### config.mk
export PLATFORM = sky130hd
export DESIGN_NAME = pipe_skid_reg
export DESIGN_NICKNAME = d
export VERILOG_FILES = /design/src/rtl/pipe_pkg.sv /design/src/rtl/sat_counter.sv /design/src/rtl/pipe_skid_reg.sv
export SDC_FILE = /design/constraint.sdc
export NUM_CORES = 1
export LEC_CHECK = 0
export ABC_AREA = 1
export CORE_ASPECT_RATIO = 0.5
export CORE_MARGIN = 8
export CORE_UTILIZATION = 44
export CTS_CLUSTER_DIAMETER = 150
export DETAILED_ROUTE_END_ITERATION = 16
export PLACE_DENSITY = 0.76
export SYNTH_ARGS = -nofsm -noshare
export SYNTH_HDL_FRONTEND = slang
export SYNTH_SLANG_ARGS = --single-unit
### constraint.sdc
create_clock -name clk -period 2.1 [get_ports clk]
set_input_delay 0.315 -clock clk [delete_from_list [all_inputs] [get_ports clk]]
set_output_delay 0.315 -clock clk [all_outputs]
set_load 0.02 [all_outputs]
### src/rtl/pipe_pkg.sv
// rtl/pipe_pkg.sv - shared state encoding and default widths for the skid pipeline stage
package pipe_pkg;

  localparam int DATA_W_DEF = 32;
  localparam int CNT_W_DEF  = 16;

  typedef enum logic [1:0] {
    EMPTY = 2'd0,
    ONE   = 2'd1,
    TWO   = 2'd2
  } state_e;

endpackage

### src/rtl/sat_counter.sv
// rtl/sat_counter.sv - saturating up-counter with synchronous clear
module sat_counter #(
  parameter int CNT_W = 16
) (
  input  logic             clk,
  input  logic             rst,
  input  logic             i_clr,
  input  logic             i_inc,
  output logic [CNT_W-1:0] o_cnt
);

  logic [CNT_W-1:0] cnt_q;
  logic [CNT_W-1:0] cnt_d;

  // Clear wins over increment; the count parks at all-ones.
  always_comb begin
    cnt_d = cnt_q;
    if (i_clr) begin
      cnt_d = '0;
    end else if (i_inc && (cnt_q != {CNT_W{1'b1}})) begin
      cnt_d = cnt_q + 1'b1;
    end
  end

  always_ff @(posedge clk or posedge rst) begin
    if (rst) begin
      cnt_q <= '0;
    end else begin
      cnt_q <= cnt_d;
    end
  end

  assign o_cnt = cnt_q;

endmodule

### src/rtl/pipe_skid_reg.sv
// rtl/pipe_skid_reg.sv - two-entry skid register stage; PIPE_SKID_STATS_EN adds the stall counter
module pipe_skid_reg
  import pipe_pkg::*;
#(
  parameter int                DATA_W  = DATA_W_DEF,
  parameter logic [DATA_W-1:0] RST_VAL = '0,
  parameter int                CNT_W   = CNT_W_DEF
) (
  input  logic              clk,
  input  logic              rst,
  input  logic              i_flush,
  input  logic              i_valid,
  output logic              o_ready,
  input  logic [DATA_W-1:0] i_data,
  output logic              o_valid,
  input  logic              i_ready,
  output logic [DATA_W-1:0] o_data,
  output logic              o_full,
  output logic [CNT_W-1:0]  o_stall_cnt
);

  state_e            state_q, state_d;
  logic [DATA_W-1:0] main_q, main_d;
  logic [DATA_W-1:0] skid_q, skid_d;
  logic              ready_q, ready_d;
  logic              valid_q, valid_d;
  logic              full_q, full_d;
  logic              in_xfer;
  logic              out_xfer;

  assign in_xfer  = i_valid && ready_q;
  assign out_xfer = valid_q && i_ready;

  always_comb begin
    state_d = state_q;
    main_d  = main_q;
    skid_d  = skid_q;
    if (i_flush) begin
      state_d = EMPTY;
    end else begin
      case (state_q)
        EMPTY: begin
          if (in_xfer) begin
            main_d  = i_data;
            state_d = ONE;
          end
        end
        ONE: begin
          case ({in_xfer, out_xfer})
            2'b10: begin
              skid_d  = i_data;
              state_d = TWO;
            end
            2'b01:   state_d = EMPTY;
            2'b11:   main_d  = i_data;
            default: state_d = ONE;
          endcase
        end
        TWO: begin
          if (out_xfer) begin
            main_d  = skid_q;
            state_d = ONE;
          end
        end
        default: state_d = EMPTY;
      endcase
    end
    // Handshake outputs are decoded from the next state so they leave flops directly.
    ready_d = (state_d != TWO);
    valid_d = (state_d != EMPTY);
    full_d  = (state_d == TWO);
  end

  always_ff @(posedge clk or posedge rst) begin
    if (rst) begin
      state_q <= EMPTY;
      main_q  <= RST_VAL;
      skid_q  <= RST_VAL;
      ready_q <= 1'b0;
      valid_q <= 1'b0;
      full_q  <= 1'b0;
    end else begin
      state_q <= state_d;
      main_q  <= main_d;
      skid_q  <= skid_d;
      ready_q <= ready_d;
      valid_q <= valid_d;
      full_q  <= full_d;
    end
  end

  assign o_ready = ready_q;
  assign o_valid = valid_q;
  assign o_full  = full_q;
  assign o_data  = main_q;

`ifdef PIPE_SKID_STATS_EN
  sat_counter #(
    .CNT_W (CNT_W)
  ) u_stall_cnt (
    .clk   (clk),
    .rst   (rst),
    .i_clr (i_flush),
    .i_inc (valid_q && !i_ready),
    .o_cnt (o_stall_cnt)
  );
`else
  assign o_stall_cnt = '0;
`endif

endmodule

Word level (Yosys, flattened, before mapping):

Cells that the tools add are included.

* bits in registers: 69
* logic and storage cells: 33

* equal/unequal tests: 10
* multiplexer cells: 9
* bitwise operators: 1
* reduce and logical (&&, ||, !) cells: 7

Operators by type and width (number)
* $mux 32: 3
* $pmux 32 s3: 1
* $pmux 2 s3: 2
* $eq 2x2->1 const B: 4
* $mux 2: 3
* $ne 2x2->1 const B: 3
* $reduce_and 5->1: 1
* $eq 2x1->1 const B: 2
* $reduce_and 3->1: 1
* $reduce_bool 3->1: 1
* $logic_and 1x1->1: 2
* $logic_not 2->1: 1
* $ne 2x1->1 const B: 1
* $reduce_bool 2->1: 1
* $not 1->1: 1

Longest topological paths before layout:

Gate-level depths: netlist (run 1).

* depth after elaboration: 6
* mapped depth: 8
* gate-level depth less buffers: 6

Worst setup path before layout (run 1):

No wires, ideal clock.

* path kind: register to register
* from: reg valid_q (netlist: o_valid)
* to: reg skid_q[0]
* setup time: 66 ps
* data arrival time: 1193 ps
* path slack: 841 ps
* cell stages (with the launch flop): 5
* buffers on the path: 1
* clock period less this slack: 1259 ps
* path through: dfrtp_1 > a21oi_2 > clkbuf_1 > nand3_1 > nand2_1

* cells in the longest elaborated chain, start to end: 3

Ends and longest elaborated chain
* start, declared: line pipe_skid_reg.sv:26 `logic valid_q, valid_d;`
* start signal, assigned: line pipe_skid_reg.sv:87 `valid_q <= valid_d;`
* $logic_and 1x1->1: line pipe_skid_reg.sv:32 `assign out_xfer = valid_q && i_ready;`
* $eq 2x2->1: line pipe_skid_reg.sv:49 `case ({in_xfer, out_xfer})`
* $reduce_and 3->1 (no line)
* end signal, assigned: line pipe_skid_reg.sv:85 `skid_q <= skid_d;`
* end, declared: line pipe_skid_reg.sv:24 `logic [DATA_W-1:0] skid_q, skid_d;`

Every way passes these cells.
A chain may end at the register's enable or synchronous reset.

Worst setup path after layout (run 1):

* from: reg valid_q (netlist: o_valid)
* to: out o_valid

RTL lines
* end, declared: line pipe_skid_reg.sv:15 `output logic o_valid,`

No word-level cell between the ends.

==> summary.md, run 1 <==
| Metric | Value |
|---|---|
| Die area | 10900 µm² |
| Max-slew violation count | 0 |
| Worst-path clk slew | about 0.050 ns |
| Endpoints failing setup | 0 |
| Gr ovfl total | 0 |
| Commonest register cell after synthesis | dfrtp_1 |
| CP peak stage delay | 0.64 ns |
| Worst Setup Slack, final | 0.402 ns |
| Distinct cells, synth | 16 |
| EDFF count, synth | 0 |
| Top cells by count, synth | nand2_1, nand3_1, dfrtp_1 |
| Post-Place Setup Slack | 0.263 ns |
| Worst EP arrival | 1.38 ns |
| Fin crit share | 0.808 |
| Worst skew pair latency | 0.33 ns |
| Critical Path Start Type | register |
| Die height | 78.0 µm |
| First-pass GRT wire length | 15100 µm |
| CP endpoint kind | output pin |
| Post-route minimum period | 1.70 ns |
| Final Hold Slack | 0.389 ns |
| WS Path Type | reg -> out |
| YS warnings | 0 |
| MaxCap Viol Count | 0 |
| DR WL/cell | roughly 15 µm |
| GRT Util Overall | 0.170 |
| Clk sinks | 69 |
| Layout cells sized above 1 | 0.0812 |
| Sequential area share after synthesis | 0.511 |
| Total CTS buffers | 9 |
| Post-DP HPWL | ~6000 µm |
| CP max-delay cell | clkdlybuf4s50_1 |
| Postcts setup bufs | 0 |
| Top post-synthesis cells by area | dfrtp_1, nand2_1, nand3_1, buf_4, buf_6 |
| Synth area leader | dfrtp_1 |
| DRT Pass-1 Iters | 5 |
| Vias | 3042 |
| DRT Wirelength | 8730 µm |
| Port Buffers | 71 |
| Max clock buf depth | 2 |
| Post-route DRC violation count | 0 |
| Cell Pwr Density | 1260 nW/µm² |
| Rows | 22 |
| Gp weighted congestion | 0.785 |
| Post-cts resize count | 0 |
| Pleak | 0.00234 µW |
| Die extent in x | 140 µm |
| Fmax | 589 MHz |
| Initial core utilization | 0.458 |
| Most frequent cell after synthesis | nand2_1 |
| Crit path buffers/inverters | 1 |
| WP data required | roughly 1.8 ns |
| Outcome | complete, no violations |
| Final hold violations | 0 |
| RSZ-0062 raised after global routing | no |
| CP Max Fanout | 3 |
| DR vias/cell | 5.06 |
| Vias in the first global route | 3084 |
| Largest net degree at the start of global routing | 70 |
| Netlist Area Pre-Place | 3380 µm² |
| Worst hold-check path type | in -> async |
| Worst-path cell chain | clkdlybuf4s50_1 |
| Area share of the largest cell type after synthesis | 0.511 |
| # IOs | 88 |
| H-tree Lvls | 3 |
| Root buffer selected by CTS | clkbuf_16 |
| Mapped Cells | between 400 and 500 |
| Family with the most delay on the worst path | buffers and inverters |
| Core footprint | 7380 µm² |
| #FFs+latches synth | 69 |
| Clock Skews | 0.00701 ns |
| Antenna-violating nets left | 0 |
| Initial antenna violation count | 0 |
| Tightest Pin Transition | between 0.6 and 0.7 ns |
| Nets | 537 |
| Async SR Flop Fraction | 1.00 |
| Ant diodes | 0 |
| Syn avg cell area | between 7 and 8 µm² |
| Hold bufs inserted after CTS | 0 |
| Starting DRT DRC Count | around 340 |
| Area Growth Syn to Fin | 31.1% |
| IR Drop Worst-Case VDD | 0.000468 V |
| CTS tree | built |
| Setup TNS Final | 0 ns |
| Relative slew margins | 0.596 |
[registers in the layout, indices dropped and copies added (netlist names)]
signal / flops
skid_q: 32
o_valid: 1
o_ready: 1
o_full: 1
state_q: 2
o_data: 32
[routing by layer]
metal / part of all wire / wire length [µm] / vias to the layer above / GRT usage
met5: 0 / 0 / - / 0
met1: 0.45 / 3920 / 1440 / 0.226
met2: 0.45 / 3960 / 122 / 0.261
li1: - / - / 1472 / -
met4: 0.0097 / 85 / 0 / 0.0559
met3: 0.088 / 768 / 8 / 0.0537
[cell families (layout without fill, tap and decap cells)]
logic type,after synthesis,after routing,synth area share
buffers and inverters,53,112,0.0992
flip-flops,69,69,0.511
AO/OA/AOI/OAI,3,3,0.00555
AND/OR/NAND/NOR,305,305,0.383
other,1,16,0.00111
[final timing paths]
| kind | startpoint | to | slack, ns | cells past startpoint |
|---|---|---|---|---|
| min in group clk | skid_q[15]$_DFFE_PP0P_ | skid_q[15]$_DFFE_PP0P_ | 0.47 | 2 |
| worst min-delay path | rst | o_data[16]$_DFFE_PP0P_ | 0.39 | 3 |
| max in group asynchronous | rst | skid_q[1]$_DFFE_PP0P_ | 1.43 | 3 |
| worst max-delay path | o_valid$_DFF_PP0_ | o_valid | 0.40 | 1 |
| worst max register to register | state_q[1]$_DFF_PP0_ | skid_q[3]$_DFFE_PP0P_ | 0.42 | 6 |
| worst min register to register | skid_q[15]$_DFFE_PP0P_ | skid_q[15]$_DFFE_PP0P_ | 0.47 | 2 |
[through the flow]
step                area [µm²]  cells  total power, µW  utilization
floorplan                 3440    446             3190            -
global placement          4110    585             3910        0.557
detailed placement        4110    585             3960        0.557
CTS                       4430    601             5630        0.601
global route              4430    601             5950        0.601
finish                    4430    601             5580        0.601
[cell type report]
| class | instances | area, µm² |
|---|---|---|
| Clock inverter | 4 | 70.1 |
| Timing Repair Buffer | 87 | 843 |
| Fill cell | 673 | 2940 |
| Clock buffer | 12 | 256 |
| Multi-Input combinational cell | 324 | 1380 |
| Sequential cell | 69 | 1730 |
| Tap cell | 96 | 120 |
| Inverter | 9 | 33.8 |
[report_power, final]
| part | total (µW) | internal [µW] | switching [µW] | leakage, µW |
|---|---|---|---|---|
| Combinational | 1770 | 767 | 1000 | 0.00131 |
| Clock | 1650 | 1100 | 546 | 0.000163 |
| Sequential | 2170 | 1860 | 304 | 0.000863 |
[placed cells by master, fill, tap and decap left out, drive strengths merged]
cell type        n
a21oi            2
buf             16
bufinv           2
clkbuf          12
clkdlybuf4s50   71
clkinv           2
conb            16
dfrtp           69
inv              9
nand2          204
nand3           99
nor2             2
o21ai            1
Power figures use the tool's default switching activity.
==> run 2, diff against run 1 <==
- CORE_UTILIZATION: 44 -> 45
- PLACE_DENSITY: 0.76 -> 0.75
- clock period: 2.1 -> 1.8 ns (I/O delays scaled with it)
==> run 2 against run 1 <==
Critical path depth did not move. Register-to-register slack got worse by 0.03 ns. Clock skew fell by 0.0019 ns. Highest routed layer unchanged. Flip-flop and latch count did not move. Count of clock-buffer cells in the layout fell by 1. Worst hold slack improved by 0.0015 ns. Global-route usage fell by 0.28 points. Critical path type unchanged. Design area rose by 1.8%. Clock power rose by 17%. Die area fell by 1.9%. Worst setup slack got worse by 0.24 ns. Power rose by 18%.
==> summary.md, run 2 (synthesis gave the netlist of run 1 again) <==
| Metric | Value |
|---|---|
| Initial core utilization | 0.463 |
| GRT Util Overall | 0.168 |
| Worst skew pair latency | 0.32 ns |
| RSZ-0062 raised after global routing | no |
| Commonest non-fill, non-tap cell in the layout | nand2_1 |
| MaxCap Viol Count | 0 |
| Reg-to-Reg Start | state_q[0]$_DFF_PP0_ |
| Max-slew violation count | 0 |
| First-pass GRT wire length | roughly 15000 µm |
| Final Util | 0.619 |
| Fmax | approximately 610 MHz |
| # IOs | 88 |
| Most used cells in the layout excluding fill and tap cells | nand2_1, nand3_1, clkdlybuf4s50_1, dfrtp_1 |
| Internal | 4390 µW |
| Root buffer selected by CTS | clkbuf_16 |
| CP max-delay cell | clkdlybuf4s50_1 |
| Clk sinks | a little under 70 |
| Reg power frac | 0.386 |
| Pleak | 0.00236 µW |
| Gr ovfl total | 0 |
| CP Max Fanout | 3 |
| WP data required | about 1.5 ns |
| Post-Place Setup Slack | ~0.19 ns |
| Nets | 541 |
| WS Path Type | reg -> out |
| Worst Setup Slack, final | 0.167 ns |
| Post-cts resize count | 0 |
| Max clock buf depth | 2 |
| H-tree Lvls | 3 |
| Design area | 4510 µm² |
| Net Sw Frac | 0.332 |
| Post-route minimum period | around 1.6 ns |
| Worst EP arrival | 1.36 ns |
| Port Buffers | 71 |
| Clock Skews | 0.00513 ns |
| Die area | 10700 µm² |
| Final hold violations | 0 |
| Critical Path Start Type | register |
| Ant diodes | 0 |
| CP peak stage delay | ~0.64 ns |
| CTS tree | built |
| Largest net degree at the start of global routing | 70 |
| Worst hold-check path type | in -> async |
| Setup TNS Final | 0 ns |
| DR vias/cell | 5.01 |
| Layout cells sized above 1 | 0.0904 |
| Worst-path cell chain | clkdlybuf4s50_1 |
| Antenna-violating nets left | 0 |
| Gp weighted congestion | slightly above 0.8 |
| Post-route DRC violation count | 0 |
| Filler cells | 601 |
| Cell Pwr Density | 1450 nW/µm² |
| DR WL/cell | 14.3 µm |
| DRT Pass-1 Iters | 5 |
| Placed Area | 4180 µm² |
| Starting DRT DRC Count | roughly 250 |
| Rows | 22 |
| Postcts setup bufs | 0 |
| Area Growth Syn to Fin | 33.5% |
| Crit path buffers/inverters | 1 |
| Die height | just under 80 µm |
| IR Drop Worst-Case VDD | 0.000758 V |
| DRT Wirelength | 8680 µm |
| Hold bufs inserted after CTS | 0 |
| Worst setup path start | o_valid$_DFF_PP0_ |
| Combinational share of power | 0.320 |
| CP endpoint kind | output pin |
| Endpoints failing setup | 0 |
| Clock power frac | 0.294 |
| Outcome | complete, no violations |
| Initial antenna violation count | 0 |
| Fin crit share | 0.907 |
| Worst-path clk slew | 0.06 ns |
| Vias | 3030 |
| Family with the most delay on the worst path | buffers and inverters |
| Post-DP HPWL | approximately 5800 µm |
| Net Sw Power | 2180 µW |
| Die extent in x | 139 µm |
| Core footprint | 7290 µm² |
| Total CTS buffers | 9 |
| Vias in the first global route | 2973 |
-- run 2: cell types whose count changed in the layout (fill, tap and decap cells not counted) --
cell,previous run,this run
buf_12,1,4
buf_4,15,16
clkbuf_1,1,0
clkinv_2,2,0
clkinvlp_4,0,4
inv_2,3,2
-- run 2: metrics by stage --
stage               instances  total power, µW  hold WS [ns]
floorplan                 446             3720         0.415
global placement          589             4610         0.454
detailed placement        589             4650         0.459
CTS                       605             6630         0.396
global route              605             6980         0.425
finish                    605             6570         0.391
-- run 2: per-layer routing --
metal  global-route usage  vias to the layer above  routed length, µm
met4               0.0538                        0                 38
met5                    0                        -                  0
met3               0.0473                        2                669
met2                0.259                      124               4060
met1                0.222                     1422               3910
li1                     -                     1482                  -
-- run 2: layout make-up --
cell class                      count  area, µm²  area share
Tap cell                           96        120      0.0266
Sequential cell                    69       1730       0.383
Inverter                            9       37.5     0.00832
Timing Repair Buffer               91        911       0.202
Multi-Input combinational cell    324       1380       0.306
Clock buffer                       11        253      0.0560
Clock inverter                      5       82.6      0.0183
-- run 2: worst paths after layout --
check                                               to  slack (ns)  cells past startpoint
worst max-delay path                           o_valid        0.17                      1
max in group asynchronous       o_data[26]$_DFFE_PP0P_        1.13                      3
worst min-delay path            o_data[12]$_DFFE_PP0P_        0.39                      3
min in group clk                skid_q[10]$_DFFE_PP0P_        0.47                      2
worst max register to register       o_valid$_DFF_PP0_        0.39                      6
worst min register to register  skid_q[10]$_DFFE_PP0P_        0.47                      2
-- run 2: power by group through the flow --
stage	Sequential, µW	Combinational (µW)	Clock, µW
after floorplan	2810	906	0
after global placement	2530	2080	0
after detailed placement	2530	2120	0
after CTS	2530	2130	1970
after global routing	2620	2320	2040
final	2530	2100	1930
